<file path="src/rtl/ex_stage_if.sv">
// ID/EX -> EX -> EX/MEM signal bundle for the execute stage.
// master: upstream pipeline (drives ID/EX fields, observes results and stall).
// slave : the execute stage itself.
interface ex_stage_if #(
    parameter int B = 32,
    parameter int W = 5
);
    // ID/EX pipeline register outputs
    logic [W-1:0] pc_next_in;
    logic [B-1:0] r_data1_in;
    logic [B-1:0] r_data2_in;
    logic [B-1:0] sign_ext_in;
    logic [W-1:0] inst_20_16_in;
    logic [W-1:0] inst_15_11_in;
    logic         wb_RegWrite_in;
    logic         wb_MemtoReg_in;
    logic         m_Branch_in;
    logic         m_MemRead_in;
    logic         m_MemWrite_in;
    logic         ex_RegDst_in;
    logic         ex_ALUOp_in;
    logic         ex_ALUSrc_in;

    // Hazard feedback and EX/MEM pipeline register outputs
    logic         stall_out;
    logic [W-1:0] branch_target_out;
    logic [B-1:0] alu_result_out;
    logic         zero_out;
    logic [B-1:0] w_data_out;
    logic [W-1:0] w_reg_out;
    logic         wb_RegWrite_out;
    logic         wb_MemtoReg_out;
    logic         m_Branch_out;
    logic         m_MemRead_out;
    logic         m_MemWrite_out;

    modport master (
        output pc_next_in, r_data1_in, r_data2_in, sign_ext_in,
               inst_20_16_in, inst_15_11_in,
               wb_RegWrite_in, wb_MemtoReg_in, m_Branch_in, m_MemRead_in,
               m_MemWrite_in, ex_RegDst_in, ex_ALUOp_in, ex_ALUSrc_in,
        input  stall_out, branch_target_out, alu_result_out, zero_out,
               w_data_out, w_reg_out,
               wb_RegWrite_out, wb_MemtoReg_out, m_Branch_out,
               m_MemRead_out, m_MemWrite_out
    );

    modport slave (
        input  pc_next_in, r_data1_in, r_data2_in, sign_ext_in,
               inst_20_16_in, inst_15_11_in,
               wb_RegWrite_in, wb_MemtoReg_in, m_Branch_in, m_MemRead_in,
               m_MemWrite_in, ex_RegDst_in, ex_ALUOp_in, ex_ALUSrc_in,
        output stall_out, branch_target_out, alu_result_out, zero_out,
               w_data_out, w_reg_out,
               wb_RegWrite_out, wb_MemtoReg_out, m_Branch_out,
               m_MemRead_out, m_MemWrite_out
    );
endinterface

</file>
<file path="src/rtl/ex_stage.sv">
// MIPS execute stage: ALU, branch-target adder, iterative shift-add
// multiplier (one partial product per cycle) and the EX/MEM register.
module ex_stage #(
    parameter int B = 32,
    parameter int W = 5
) (
    input logic       clk,
    input logic       reset,
    ex_stage_if.slave ex
);
    localparam int CW = $clog2(B);
    localparam logic [CW-1:0] LAST = CW'(B - 1);

    localparam logic [5:0] F_ADD = 6'h20;
    localparam logic [5:0] F_SUB = 6'h22;
    localparam logic [5:0] F_AND = 6'h24;
    localparam logic [5:0] F_OR  = 6'h25;
    localparam logic [5:0] F_SLT = 6'h2A;
    localparam logic [5:0] F_MUL = 6'h18;

    typedef enum logic {IDLE, MUL} state_t;

    state_t        state_q, state_d;
    logic [CW-1:0] count_q, count_d;
    logic [B-1:0]  mcand_q, mcand_d;
    logic [B-1:0]  mplier_q, mplier_d;
    logic [B-1:0]  acc_q, acc_d;

    // EX/MEM register; ctl = {RegWrite, MemtoReg, Branch, MemRead, MemWrite}
    logic [W-1:0]  bt_q, bt_d;
    logic [B-1:0]  alu_q, alu_d;
    logic          zero_q, zero_d;
    logic [B-1:0]  wdata_q, wdata_d;
    logic [W-1:0]  wreg_q, wreg_d;
    logic [4:0]    ctl_q, ctl_d;

    logic [B-1:0]  op_b, alu_res, acc_step, load_val;
    logic [5:0]    funct;
    logic          is_mul, stall, load, bubble;

    // ALU operand select and single-cycle operation decode
    always_comb begin
        op_b    = ex.ex_ALUSrc_in ? ex.sign_ext_in : ex.r_data2_in;
        funct   = ex.sign_ext_in[5:0];
        is_mul  = ex.ex_ALUOp_in && !ex.m_Branch_in && (funct == F_MUL);
        alu_res = '0;
        if (ex.m_Branch_in) begin
            alu_res = ex.r_data1_in - op_b;
        end else if (!ex.ex_ALUOp_in) begin
            alu_res = ex.r_data1_in + op_b;
        end else begin
            case (funct)
                F_ADD:   alu_res = ex.r_data1_in + op_b;
                F_SUB:   alu_res = ex.r_data1_in - op_b;
                F_AND:   alu_res = ex.r_data1_in & op_b;
                F_OR:    alu_res = ex.r_data1_in | op_b;
                F_SLT:   alu_res = {{(B-1){1'b0}},
                                    ($signed(ex.r_data1_in) < $signed(op_b))};
                default: alu_res = '0;
            endcase
        end
    end

    // Multiply FSM: next state, iteration datapath, stall and EX/MEM load/bubble
    always_comb begin
        state_d  = state_q;
        count_d  = count_q;
        mcand_d  = mcand_q;
        mplier_d = mplier_q;
        acc_d    = acc_q;
        stall    = 1'b0;
        load     = 1'b0;
        bubble   = 1'b0;
        load_val = alu_res;
        acc_step = acc_q + (mplier_q[0] ? mcand_q : '0);
        case (state_q)
            IDLE: begin
                if (is_mul) begin
                    stall    = 1'b1;
                    bubble   = 1'b1;
                    mcand_d  = ex.r_data1_in;
                    mplier_d = op_b;
                    acc_d    = '0;
                    count_d  = '0;
                    state_d  = MUL;
                end else begin
                    load = 1'b1;
                end
            end
            MUL: begin
                acc_d    = acc_step;
                mcand_d  = mcand_q << 1;
                mplier_d = mplier_q >> 1;
                count_d  = count_q + 1'b1;
                if (count_q != LAST) begin
                    stall  = 1'b1;
                    bubble = 1'b1;
                end else begin
                    // last partial product is folded in combinationally
                    load     = 1'b1;
                    load_val = acc_step;
                    state_d  = IDLE;
                end
            end
            default: state_d = IDLE;
        endcase
    end

    // EX/MEM next values: load new results, or bubble (clear controls, hold data)
    always_comb begin
        bt_d    = bt_q;
        alu_d   = alu_q;
        zero_d  = zero_q;
        wdata_d = wdata_q;
        wreg_d  = wreg_q;
        ctl_d   = ctl_q;
        if (load) begin
            bt_d    = ex.pc_next_in + ex.sign_ext_in[W-1:0];
            alu_d   = load_val;
            zero_d  = (load_val == '0);
            wdata_d = ex.r_data2_in;
            wreg_d  = ex.ex_RegDst_in ? ex.inst_15_11_in : ex.inst_20_16_in;
            ctl_d   = {ex.wb_RegWrite_in, ex.wb_MemtoReg_in, ex.m_Branch_in,
                       ex.m_MemRead_in, ex.m_MemWrite_in};
        end else if (bubble) begin
            ctl_d = '0;
        end
    end

    // State, multiplier and EX/MEM registers with synchronous reset
    always_ff @(posedge clk) begin
        if (reset) begin
            state_q  <= IDLE;
            count_q  <= '0;
            mcand_q  <= '0;
            mplier_q <= '0;
            acc_q    <= '0;
            bt_q     <= '0;
            alu_q    <= '0;
            zero_q   <= 1'b0;
            wdata_q  <= '0;
            wreg_q   <= '0;
            ctl_q    <= '0;
        end else begin
            state_q  <= state_d;
            count_q  <= count_d;
            mcand_q  <= mcand_d;
            mplier_q <= mplier_d;
            acc_q    <= acc_d;
            bt_q     <= bt_d;
            alu_q    <= alu_d;
            zero_q   <= zero_d;
            wdata_q  <= wdata_d;
            wreg_q   <= wreg_d;
            ctl_q    <= ctl_d;
        end
    end

    assign ex.stall_out         = stall;
    assign ex.branch_target_out = bt_q;
    assign ex.alu_result_out    = alu_q;
    assign ex.zero_out          = zero_q;
    assign ex.w_data_out        = wdata_q;
    assign ex.w_reg_out         = wreg_q;
    assign ex.wb_RegWrite_out   = ctl_q[4];
    assign ex.wb_MemtoReg_out   = ctl_q[3];
    assign ex.m_Branch_out      = ctl_q[2];
    assign ex.m_MemRead_out     = ctl_q[1];
    assign ex.m_MemWrite_out    = ctl_q[0];
endmodule

</file>
<file path="src/flat_wrapper.sv">
// flat-port wrapper written by rule: the top's interface ports become plain ports
module ex_stage_flat 
#(
    parameter int B = 32,
    parameter int W = 5
)
  (clk, reset, ex_pc_next_in, ex_r_data1_in, ex_r_data2_in, ex_sign_ext_in, ex_inst_20_16_in, ex_inst_15_11_in, ex_wb_RegWrite_in, ex_wb_MemtoReg_in, ex_m_Branch_in, ex_m_MemRead_in, ex_m_MemWrite_in, ex_ex_RegDst_in, ex_ex_ALUOp_in, ex_ex_ALUSrc_in, ex_stall_out, ex_branch_target_out, ex_alu_result_out, ex_zero_out, ex_w_data_out, ex_w_reg_out, ex_wb_RegWrite_out, ex_wb_MemtoReg_out, ex_m_Branch_out, ex_m_MemRead_out, ex_m_MemWrite_out);
  ex_stage_if #(.B(B), .W(W)) ex_i ();
  input logic clk;
  input logic reset;
  input wire logic [$bits(ex_i.pc_next_in)-1:0] ex_pc_next_in;
  input wire logic [$bits(ex_i.r_data1_in)-1:0] ex_r_data1_in;
  input wire logic [$bits(ex_i.r_data2_in)-1:0] ex_r_data2_in;
  input wire logic [$bits(ex_i.sign_ext_in)-1:0] ex_sign_ext_in;
  input wire logic [$bits(ex_i.inst_20_16_in)-1:0] ex_inst_20_16_in;
  input wire logic [$bits(ex_i.inst_15_11_in)-1:0] ex_inst_15_11_in;
  input wire logic [$bits(ex_i.wb_RegWrite_in)-1:0] ex_wb_RegWrite_in;
  input wire logic [$bits(ex_i.wb_MemtoReg_in)-1:0] ex_wb_MemtoReg_in;
  input wire logic [$bits(ex_i.m_Branch_in)-1:0] ex_m_Branch_in;
  input wire logic [$bits(ex_i.m_MemRead_in)-1:0] ex_m_MemRead_in;
  input wire logic [$bits(ex_i.m_MemWrite_in)-1:0] ex_m_MemWrite_in;
  input wire logic [$bits(ex_i.ex_RegDst_in)-1:0] ex_ex_RegDst_in;
  input wire logic [$bits(ex_i.ex_ALUOp_in)-1:0] ex_ex_ALUOp_in;
  input wire logic [$bits(ex_i.ex_ALUSrc_in)-1:0] ex_ex_ALUSrc_in;
  output wire logic [$bits(ex_i.stall_out)-1:0] ex_stall_out;
  output wire logic [$bits(ex_i.branch_target_out)-1:0] ex_branch_target_out;
  output wire logic [$bits(ex_i.alu_result_out)-1:0] ex_alu_result_out;
  output wire logic [$bits(ex_i.zero_out)-1:0] ex_zero_out;
  output wire logic [$bits(ex_i.w_data_out)-1:0] ex_w_data_out;
  output wire logic [$bits(ex_i.w_reg_out)-1:0] ex_w_reg_out;
  output wire logic [$bits(ex_i.wb_RegWrite_out)-1:0] ex_wb_RegWrite_out;
  output wire logic [$bits(ex_i.wb_MemtoReg_out)-1:0] ex_wb_MemtoReg_out;
  output wire logic [$bits(ex_i.m_Branch_out)-1:0] ex_m_Branch_out;
  output wire logic [$bits(ex_i.m_MemRead_out)-1:0] ex_m_MemRead_out;
  output wire logic [$bits(ex_i.m_MemWrite_out)-1:0] ex_m_MemWrite_out;
  assign ex_i.pc_next_in = ex_pc_next_in;
  assign ex_i.r_data1_in = ex_r_data1_in;
  assign ex_i.r_data2_in = ex_r_data2_in;
  assign ex_i.sign_ext_in = ex_sign_ext_in;
  assign ex_i.inst_20_16_in = ex_inst_20_16_in;
  assign ex_i.inst_15_11_in = ex_inst_15_11_in;
  assign ex_i.wb_RegWrite_in = ex_wb_RegWrite_in;
  assign ex_i.wb_MemtoReg_in = ex_wb_MemtoReg_in;
  assign ex_i.m_Branch_in = ex_m_Branch_in;
  assign ex_i.m_MemRead_in = ex_m_MemRead_in;
  assign ex_i.m_MemWrite_in = ex_m_MemWrite_in;
  assign ex_i.ex_RegDst_in = ex_ex_RegDst_in;
  assign ex_i.ex_ALUOp_in = ex_ex_ALUOp_in;
  assign ex_i.ex_ALUSrc_in = ex_ex_ALUSrc_in;
  assign ex_stall_out = ex_i.stall_out;
  assign ex_branch_target_out = ex_i.branch_target_out;
  assign ex_alu_result_out = ex_i.alu_result_out;
  assign ex_zero_out = ex_i.zero_out;
  assign ex_w_data_out = ex_i.w_data_out;
  assign ex_w_reg_out = ex_i.w_reg_out;
  assign ex_wb_RegWrite_out = ex_i.wb_RegWrite_out;
  assign ex_wb_MemtoReg_out = ex_i.wb_MemtoReg_out;
  assign ex_m_Branch_out = ex_i.m_Branch_out;
  assign ex_m_MemRead_out = ex_i.m_MemRead_out;
  assign ex_m_MemWrite_out = ex_i.m_MemWrite_out;
  ex_stage #(.B(B), .W(W)) u_core (.clk(clk), .reset(reset), .ex(ex_i));
endmodule
</file>
<file path="config.mk">
export PLATFORM = sky130hd
export DESIGN_NAME = ex_stage_flat
export DESIGN_NICKNAME = d
export VERILOG_FILES = /design/src/rtl/ex_stage_if.sv /design/src/rtl/ex_stage.sv /design/src/flat_wrapper.sv
export SDC_FILE = /design/constraint.sdc
export NUM_CORES = 1
export LEC_CHECK = 0
export CAP_MARGIN = 5
export CORE_ASPECT_RATIO = 1.2
export CORE_UTILIZATION = 51
export CTS_CLUSTER_DIAMETER = 120
export DETAILED_ROUTE_END_ITERATION = 8
export PLACE_DENSITY = 0.78
export REMOVE_ABC_BUFFERS = 1
export SYNTH_ARGS = -nofsm -noshare
export SYNTH_HDL_FRONTEND = slang
export SYNTH_SLANG_ARGS = --single-unit
</file>
<file path="constraint.sdc">
create_clock -name clk -period 5.13 [get_ports clk]
set_input_delay 0.7695 -clock clk [delete_from_list [all_inputs] [get_ports clk]]
set_output_delay 0.7695 -clock clk [all_outputs]
set_load 0.05 [all_outputs]
</file>
* After elaboration in Yosys (flattened, before gate mapping) *
Cells that the tools add are included.

word-level totals
  register bits = 182

cells by class
  magnitude comparators = 1
  bitwise gates (word level) = 3
  mux-type cells = 24
  reductions and logical operators = 5
  equal/unequal tests = 8
  $add $sub $neg = 5

operator list
  cell                                                   number
  2-to-1 mux 32 bit                                      9
  case mux 32 bit (2 select lines)                       3
  case mux 32 bit (5 select lines)                       1
  adder 32 bit                                           2
  AND 32 bit                                             1
  logical NOT 32 bit                                     1
  less-than comparator 32 bit                            1
  OR 32 bit                                              1
  subtractor 32 bit                                      1
  == test 6 bit, second input constant                   5
  2-to-1 mux 5 bit                                       4
  case mux 5 bit (2 select lines)                        1
  == test 6 x 5 -> 1 bit, second input constant          1
  adder 5 x 1 -> 5 bit, second input constant            1
  adder 5 bit                                            1
  inequality test 5 bit, second input constant           1
  2-to-1 mux 1 bit                                       4
  case mux 1 bit (2 select lines)                        2
  logical AND 1 bit                                      2
  inequality test 2 x 1 -> 1 bit, second input constant  1
  nonzero test 2 bit                                     1
  logical NOT 1 bit                                      1
  NOT 1 bit                                              1

* Depth between registers and ports, before layout *
Gate-level depths: netlist (run 1).

  depth in word-level cells = 8
  gate-level depth with buffers = 20
  gate-level depth less buffers = 16

* Worst setup path before layout (run 1) *
No wires, ideal clock.

  kind = input to register
  start = in ex_sign_ext_in[0]
  end = reg u_core.zero_q (netlist: u_core.ex.zero_out)
  data arrival time = 4.722 ns
  path buffers = 4
  stages on the path = 20
  setup slack = 0.313 ns
  cell sequence = clkbuf_1 > clkbuf_1 > buf_2 > buf_1 > mux2i_1 > inv_1 > ha_1 > inv_1 > fa_1 > nand2b_4 > a2111o_1 > nand2_1 > a21oi_1 > mux2_4 > o32a_1 > nor4_1 > and4_1 > and4b_1 > nand4_1 > o41ai_2

between the ends
  cells in the longest elaborated chain, start to end = 8

RTL lines
  element                                          RTL line                        source
  start: declaration                               flat_wrapper.sv:14              input wire logic [$bits(ex_i.sign_ext_in)-1:0] ex_sign_ext_in;
  2-to-1 mux 32 bit                                ex_stage.sv:43                  op_b = ex.ex_ALUSrc_in ? ex.sign_ext_in : ex.r_data2_in;
  subtractor 32 bit, or another cell as far along  ex_stage.sv:48, ex_stage.sv:54
  case mux 32 bit (5 select lines)                 ex_stage.sv:52                  case (funct)
  2-to-1 mux 32 bit                                ex_stage.sv:49                  end else if (!ex.ex_ALUOp_in) begin
  2-to-1 mux 32 bit                                ex_stage.sv:47                  if (ex.m_Branch_in) begin
  2-to-1 mux 32 bit                                ex_stage.sv:95                  if (count_q != LAST) begin
  2-to-1 mux 32 bit                                ex_stage.sv:76                  case (state_q)
  logical NOT 32 bit                               ex_stage.sv:120                 zero_d = (load_val == '0);
  end signal: assignment                           ex_stage.sv:152                 zero_q <= zero_d;
  end: declaration                                 ex_stage.sv:32                  logic zero_q, zero_d;

Parallel ways exist; a longest one is shown, timed or not.
A chain may end at the register's enable or synchronous reset.

* Worst setup path in the final report (run 1) *
  start = in ex_ex_ALUSrc_in
  end = reg u_core.zero_q (netlist: u_core.ex.zero_out)

between the ends
  cells in the longest elaborated chain, start to end = 8

RTL lines
  element                                          RTL line                        source
  start: declaration                               flat_wrapper.sv:24              input wire logic [$bits(ex_i.ex_ALUSrc_in)-1:0] ex_ex_ALUSrc_in;
  2-to-1 mux 32 bit (*)                            ex_stage.sv:43
  subtractor 32 bit, or another cell as far along  ex_stage.sv:48, ex_stage.sv:54
  case mux 32 bit (5 select lines)                 ex_stage.sv:52
  2-to-1 mux 32 bit                                ex_stage.sv:49
  2-to-1 mux 32 bit (*)                            ex_stage.sv:47
  2-to-1 mux 32 bit                                ex_stage.sv:95
  2-to-1 mux 32 bit (*)                            ex_stage.sv:76
  logical NOT 32 bit (*)                           ex_stage.sv:120

Mark *: on every way between the ends. The rest lies on a longest branch, timed or not.

==> results of run 1 <==
## cells by family after synthesis
group | Yosys count | synth area share (%)
adders and majority gates | 138 | 11.8
AOI/OAI and AO/OA | 669 | 28.9
muxes | 45 | 3.05
xor gates and xnor gates | 66 | 3.88
and+or+nand+nor | 708 | 21.6
DFF | 182 | 24.4
buffers and inverters | 242 | 6.31
## synth_stat cells (10+ instances only)
master    number  area, µm²
a21oi_1      259       1300
buf_2         16       80.1
o21ai_1       14       70.1
o221ai_1      10       87.6
o21ai_0       82        410
and2_1        46        288
nor2b_1       14       87.6
dfxtp_1      182       3640
buf_1         27        101
o21bai_1      16        120
o21a_1        16        120
and3_1        17        106
mux2i_1       44        440
o211ai_1      26        195
a211oi_1      64        480
clkbuf_1      89        334
a21o_1        30        225
nand3_1       31        155
nand4_1       21        131
xnor2_1       48        420
o31ai_1       13       97.6
xor2_1        18        158
a31oi_1       20        125
ha_1         134       1680
a22oi_1       20        150
nor2_1       242        908
inv_1        102        383
nand2_1      258        968
nor3_1        23        115
## power by group
| group | internal, W | total, W | leakage, nW | switching, W |
|---|---|---|---|---|
| clock | 0.000692 | 0.00137 | 0.275 | 0.000676 |
| sequential | 0.00147 | 0.00150 | 1.49 | 0.0000329 |
| combinational | 0.000593 | 0.00155 | 5.87 | 0.000961 |
| total | 0.00275 | 0.00443 | 7.63 | 0.00167 |
## worst paths after layout
kind / from / endpoint / slack (ps) / cells past startpoint
setup / recovery: ex_ex_ALUSrc_in / u_core.ex.zero_out$_SDFFE_PP0N_ / 570 / 19
hold / removal: u_core.ex.alu_result_out[11]$_SDFFE_PP0N_ / u_core.ex.alu_result_out[11]$_SDFFE_PP0N_ / 450 / 2
setup reg to reg: u_core.mplier_q[0]$_SDFFE_PP0P_ / u_core.ex.zero_out$_SDFFE_PP0N_ / 890 / 13
hold reg to reg: u_core.ex.alu_result_out[11]$_SDFFE_PP0N_ / u_core.ex.alu_result_out[11]$_SDFFE_PP0N_ / 450 / 2
## routing by layer
| metal | routed length, µm | up-vias | GRT usage (%) |
|---|---|---|---|
| met3 | 3580 | 133 | 4.78 |
| met5 | 0 | - | 0 |
| li1 | - | 7597 | - |
| met1 | 24000 | 7654 | 48.5 |
| met2 | 25600 | 666 | 58.2 |
| met4 | 2150 | 0 | 15.4 |
## through the flow
step / setup TNS, ps / total power [W]
after floorplan: -206420 / 0.00244
after global placement: 0 / 0.00305
after detailed placement: 0 / 0.00305
after CTS: 0 / 0.00441
after global routing: 0 / 0.00459
final: 0 / 0.00443
## layout make-up
cell class	instances	area, µm²
Tap cell	385	482
Clock buffer	17	425
Multi-Input combinational cell	1626	10300
Timing Repair Buffer	279	2650
Inverter	107	402
Sequential cell	182	3650
Fill cell	2622	10700
Clock inverter	14	164
## worst max-delay path: stages
cell	delay, ps
buf_2	100
buf_12	190
mux2i_1	380
inv_1	120
ha_1	220
inv_1	90
fa_1	260
nand2b_4	70
a2111o_1	490
a21oi_1	440
o21ai_1	190
nand2_1	130
xor2_1	80
a2111oi_1	430
buf_4	210
o221ai_1	180
nor4_4	170
nand4_1	130
o41ai_2	200
## flip-flops by register name (all words and copies together) (netlist names), 32 cells and up
signal                    count
u_core.ex.alu_result_out     32
u_core.ex.w_data_out         32
u_core.mplier_q              32
u_core.acc_q                 32
u_core.mcand_q               32
==> summary.md, run 1 <==
| Metric | Value |
|---|---|
| Cell count after synthesis | `approximately 2100` |
| Status | `finished, final reports clean` |
| Design Area, Final | `approximately 18000 µm²` |
| CP Capture Type | `flip-flop` |
| Detailed placement HPWL | `42500 µm` |
| Leakage Power | `approximately 7.6 nW` |
| Crit share post-route | `around nine tenths` |
| Area growth from synthesis to layout | `21.4%` |
| Worst-path clk slew | `approximately 70 ps` |
| WHS | `451 ps` |
| Synth Warn # | `0` |
| Post-layout util | `a little over three fifths` |
| PortBufs | `~200` |
| Ys flop type | `dfxtp_1` |
| Worst-case clock buffer depth | `2` |
| Synth Area per Inst | `around 7.3 µm²` |
| TritonCTS buffer count | `17` |
| Hold-fix buffers, CTS | `0` |
| Total gr overflow | `0` |
| Critical path type | `input port to flip-flop` |
| Iteration-0 DRC count of the detailed router | `1623` |
| Sequential-to-total area share from yosys stat | `around a quarter` |
| Headroom to the max-slew limit | `35.4%` |
| RSZ-0062 raised after global routing | `no` |
| Post-Route WL | `55400 µm` |
| Async SR Flop Fraction | `0%` |
| DR DRC count | `0` |
| Post-DP Area | `~18000 µm²` |
| I/O pins | `slightly above 200` |
| Die Y | `189 µm` |
| Postcts setup bufs | `0` |
| Final setup fails | `0` |
| Register bit total from synthesis | `approximately 180` |
| Initial DRT Pass Iterations | `8` |
| Vias | `approximately 16000` |
| Core ar. | `between 20000 and 30000 µm²` |
| Minimum clock period | `~4600 ps` |
| RD Place Congestion | `0.966` |
| First-pass GRT wire length | `approximately 83000 µm` |
| Power per standard cell area | `between 200 and 250 nW/µm²` |
| WP data required | `~5500 ps` |
| Mapped Area | `between 10000 and 15000 µm²` |
| CTS tree | `built` |
| Max VDD drop | `approximately 0.21 mV` |
| CP Max Fanout | `24` |
| Commonest non-fill, non-tap cell in the layout | `a21oi_1` |
| Worst hold path class | `flip-flop to flip-flop` |
| Post-Place Setup Slack | `approximately 240 ps` |
| Finished Layout Cells | `about 2600` |
| Initial antenna violation count | `0` |
| # diodes | `0` |
| Post-CTS sizing | `0` |
| Die Wd | `about 160 µm` |
| Fin. max-slew vios | `0` |
| Leading cell types in the layout, fill and taps excluded | `259 x a21oi_1, 257 x nand2_1, 242 x nor2_1` |
| Worst setup SP type | `input port` |
| Post-synth EDFFs | `0` |
| Final hold violations | `0` |
| Slew @ Worst Pin | `around 970 ps` |
| Clock latency reported for the late side of the worst-skew pair | `around 450 ps` |
| Largest net degree at the start of global routing | `91` |
| F_max | `roughly 220 MHz` |
| CTS root buf | `clkbuf_16` |
| CP arrival | `4920 ps` |
| Die Area | `approximately 30000 µm²` |
| Vias in the first global route | `15000` |
| Max capacitance violation total | `0` |
| PnR worst setup slack | `567 ps` |
| Fin nets | `2472` |
| Remaining antenna violation count | `0` |
| Share of layout cells above drive strength 1 | `6.74%` |
| Vias/cell | `slightly above 6` |
| Clk_skew | `~12 ps` |
| DR WL/cell | `roughly 21 µm` |
| Post-synthesis cell type count | `91` |
| GRT Util Overall | `between 30% and 40%` |
| Placed Cells incl. Taps | `~2600` |
| H-tree Lvls | `4` |
| Sink Count | `approximately 180` |
| Row count | `between 60 and 70` |
| Initial core utilization | `roughly half` |
Power figures use the tool's default switching activity.
==> inputs of run 2 (changes only) <==
GPL_TIMING_DRIVEN = 0   (was unset)
==> run 2 against run 1 <==
Net effect:
- combinational power is 5% lower
- sequential cell count is the same
- core utilization decreased by 0.94 points
- first-iteration DRC count decreased by 16%
- clock-buffer cell count increased by 4
- hold slack hardly changed
- final cell count shrank 2.3%
- clock skew up 0.78 ps
- fmax shrank 8.9%
- critical path type unchanged
- largest power group is now sequential cells
- highest routed layer unchanged
==> summary.md, run 2 (same netlist as run 1, synthesis figures left out) <==
| Metric | Value |
|---|---|
| Status | `finished, final reports clean (unchanged)` |
| Largest stage delay, worst path | `690 ps (was 490 ps)` |
| Sink Count | `182 (unchanged)` |
| Remaining antenna violation count | `0 (unchanged)` |
| F_max | `200 MHz (was 219 MHz)` |
| GRT Util Overall | `34.3% (was 36.3%)` |
| WHS | `451 ps (about the same)` |
| Fin nets | `2410 (was 2472)` |
| TritonCTS buffer count | `17 (unchanged)` |
| Worst setup SP type | `input port (unchanged)` |
| Leakage Power | `7.40 nW (was 7.63 nW)` |
| Share of layout cells above drive strength 1 | `4.53% (was 6.74%)` |
| Hold-fix buffers, CTS | `0 (unchanged)` |
| Detailed placement HPWL | `38500 µm (was 42500 µm)` |
| PortBufs | `201 (unchanged)` |
| CP cell instances | `clkdlybuf4s50_1, mux2i_1, ha_1, nor2b_1, a2111o_1, a21oi_1, o31ai_1, o211ai_1, xnor2_1, a222oi_1, a21oi_1, nor4_4, nand4_1, o41ai_2 (was buf_2, buf_12, mux2i_1, inv_1, ha_1, inv_1, fa_1, nand2b_4, a2111o_1, a21oi_1, o21ai_1, nand2_1, xor2_1, a2111oi_1, buf_4, o221ai_1, nor4_4, nand4_1, o41ai_2)` |
| Post-Route WL | `51200 µm (was 55400 µm)` |
| WP data required | `5490 ps (about the same)` |
| Iteration-0 DRC count of the detailed router | `1366 (was 1623)` |
| Crit share post-route | `97.6% (was 88.9%)` |
| DR WL/cell | `20.1 µm (was 21.2 µm)` |
| Min-delay src | `u_core.ex.w_data_out[27]$_SDFFE_PP0N_ (was u_core.ex.alu_result_out[11]$_SDFFE_PP0N_)` |
| Delay-heaviest family, CP | `compound AO/OA/AOI/OAI gates (unchanged)` |
| Leading cell types in the layout, fill and taps excluded | `258 x a21oi_1, 256 x nand2_1, 240 x nor2_1 (was 259 x a21oi_1, 257 x nand2_1, 242 x nor2_1)` |
| Initial antenna violation count | `0 (unchanged)` |
| Worst-path clk slew | `70 ps (about the same)` |
| Critical path type | `input port to flip-flop (unchanged)` |
| Vias | `15600 (was 16100)` |
| Hold endpoint | `u_core.ex.w_data_out[27]$_SDFFE_PP0N_ (was u_core.ex.alu_result_out[11]$_SDFFE_PP0N_)` |
| Max VDD drop | `0.193 mV (was 0.210 mV)` |
| Fin. max-slew vios | `0 (unchanged)` |
| RD Place Congestion | `0.966 (about the same)` |
| First-pass GRT wire length | `80100 µm (was 83300 µm)` |
| Hold path depth | `2 (unchanged)` |
| Minimum clock period | `5010 ps (was 4560 ps)` |
| CP Max Fanout | `9 (was 24)` |
| Setup_tns | `0 ps (unchanged)` |
| Worst-case clock buffer depth | `2 (unchanged)` |
| Final setup fails | `0 (unchanged)` |
| Largest net degree at the start of global routing | `118 (was 91)` |
| Die Area | `29900 µm² (unchanged)` |
| Critical-path top delay cell | `a222oi_1 (was a2111o_1)` |
| Final hold violations | `0 (unchanged)` |
| Headroom to the max-slew limit | `31.6% (was 35.4%)` |
| Die Y | `189 µm (unchanged)` |
| Power per standard cell area | `244 nW/µm² (about the same)` |
| Post-DP Area | `17100 µm² (was 17500 µm²)` |
| Core ar. | `28800 µm² (unchanged)` |
| Placed Cells incl. Taps | `2514 (was 2579)` |
| Design Area, Final | `17800 µm² (was 18100 µm²)` |
| RR Endpoint | `u_core.ex.zero_out$_SDFFE_PP0N_ (unchanged)` |
| Total gr overflow | `0 (unchanged)` |
| Finished Layout Cells | `2549 (was 2610)` |
| R2R setup slack | `240 ps (was 890 ps)` |
| Row count | `68 (unchanged)` |
| Area growth from synthesis to layout | `19.6% (was 21.4%)` |
| Die Wd | `158 µm (unchanged)` |
| Vias/cell | `6.10 (was 6.15)` |
| Initial DRT Pass Iterations | `5 (was 8)` |
| CP dominant cell by count | `a21oi_1 (was inv_1)` |
| Clock latency reported for the late side of the worst-skew pair | `460 ps (was 450 ps)` |
| Clk_skew | `12.5 ps (was 11.8 ps)` |
| Commonest non-fill, non-tap cell in the layout | `a21oi_1 (unchanged)` |
| Worst hold path class | `flip-flop to flip-flop (unchanged)` |
| DR DRC count | `0 (unchanged)` |
| Vias in the first global route | `14600 (was 15000)` |
| Max capacitance violation total | `0 (unchanged)` |
| CP arrival | `5360 ps (was 4920 ps)` |
| Buffers & Inverters on Critical Path | `1 (was 5)` |
| CTS tree | `built (unchanged)` |
| CTS root buf | `clkbuf_16 (unchanged)` |
| H-tree Lvls | `4 (unchanged)` |
| Initial core utilization | `51.9% (unchanged)` |
| # diodes | `0 (unchanged)` |
| CP Capture Type | `flip-flop (unchanged)` |
| I/O pins | `202 (unchanged)` |
| FF-to-FF path depth | `13 (unchanged)` |
| R2r startpoint | `u_core.mplier_q[0]$_SDFFE_PP0P_ (unchanged)` |
| Slew @ Worst Pin | `1030 ps (was 969 ps)` |
[run 2: cell type report]
class	instances	area, µm²
clock buffer	21	482
clock inverter	11	118
fill	2651	10900
inverter	107	408
multi-input combinational	1626	10400
sequential	182	3650
tap	385	482
timing repair buffer	217	2290
[run 2: metrics by stage]
stage / setup slack [ps] / total power (W) / util, %
2_1_floorplan: -3120 / 0.00244 / -
3_3_place_gp: -8920 / 0.00296 / 58.7
3_5_place_dp: -1230 / 0.00297 / 59.6
4_1_cts: 162 / 0.00433 / 61.8
5_1_grt: -0.286 / 0.00451 / 62.0
6_report: 124 / 0.00435 / 62.0
[run 2: worst reg2reg max path, stage by stage (launching register included)]
cell and delay (ps):
dfxtp_1 960, and2_1 230, ha_1 230, fa_1 270, a211oi_1 110, o21ai_0 320, nand2_1 200, a2111oi_0 750
o31ai_1 240, xnor2_1 450, a211oi_1 260, nor4_2 360, nand4_1 200, o41ai_2 230
[run 2: layer usage]
layer	global-route usage, %	routed length [µm]
met5	0	0
met4	12.3	1460
met3	4.51	3320
met2	57.4	24700
met1	44.5	21700
[run 2: how the worst max path moves through the flow]
stage | from | endpoint | slack [ps] | depth (start not counted)
2_1_floorplan | u_core.state_q$_SDFF_PP0_ | u_core.ex.alu_result_out[12]$_SDFFE_PP0N_ | -3120 | 5
3_3_place_gp | u_core.state_q$_SDFF_PP0_ | ex_stall_out | -8920 | 4
3_5_place_dp | ex_sign_ext_in[1] | ex_stall_out | -1230 | 8
4_1_cts | ex_sign_ext_in[1] | u_core.ex.zero_out$_SDFFE_PP0N_ | 160 | 14
5_1_grt | ex_sign_ext_in[1] | ex_stall_out | -0.3 | 8
6_report | ex_sign_ext_in[3] | u_core.ex.zero_out$_SDFFE_PP0N_ | 120 | 14
[run 2: report_power, final]
group | total (W) | switching (W) | internal, W
clock network | 0.00136 | 0.000629 | 0.000734
logic | 0.00148 | 0.000933 | 0.000550
registers | 0.00150 | 0.0000300 | 0.00147
total | 0.00435 | 0.00159 | 0.00275
[run 2: repair_timing]
action,4_1_cts,5_1_grt
gates resized for setup,6,4
endpoints found under the setup margin,2,1
pin swaps,1,2
setup buffers,1,1
hold endpoints to repair,0,0
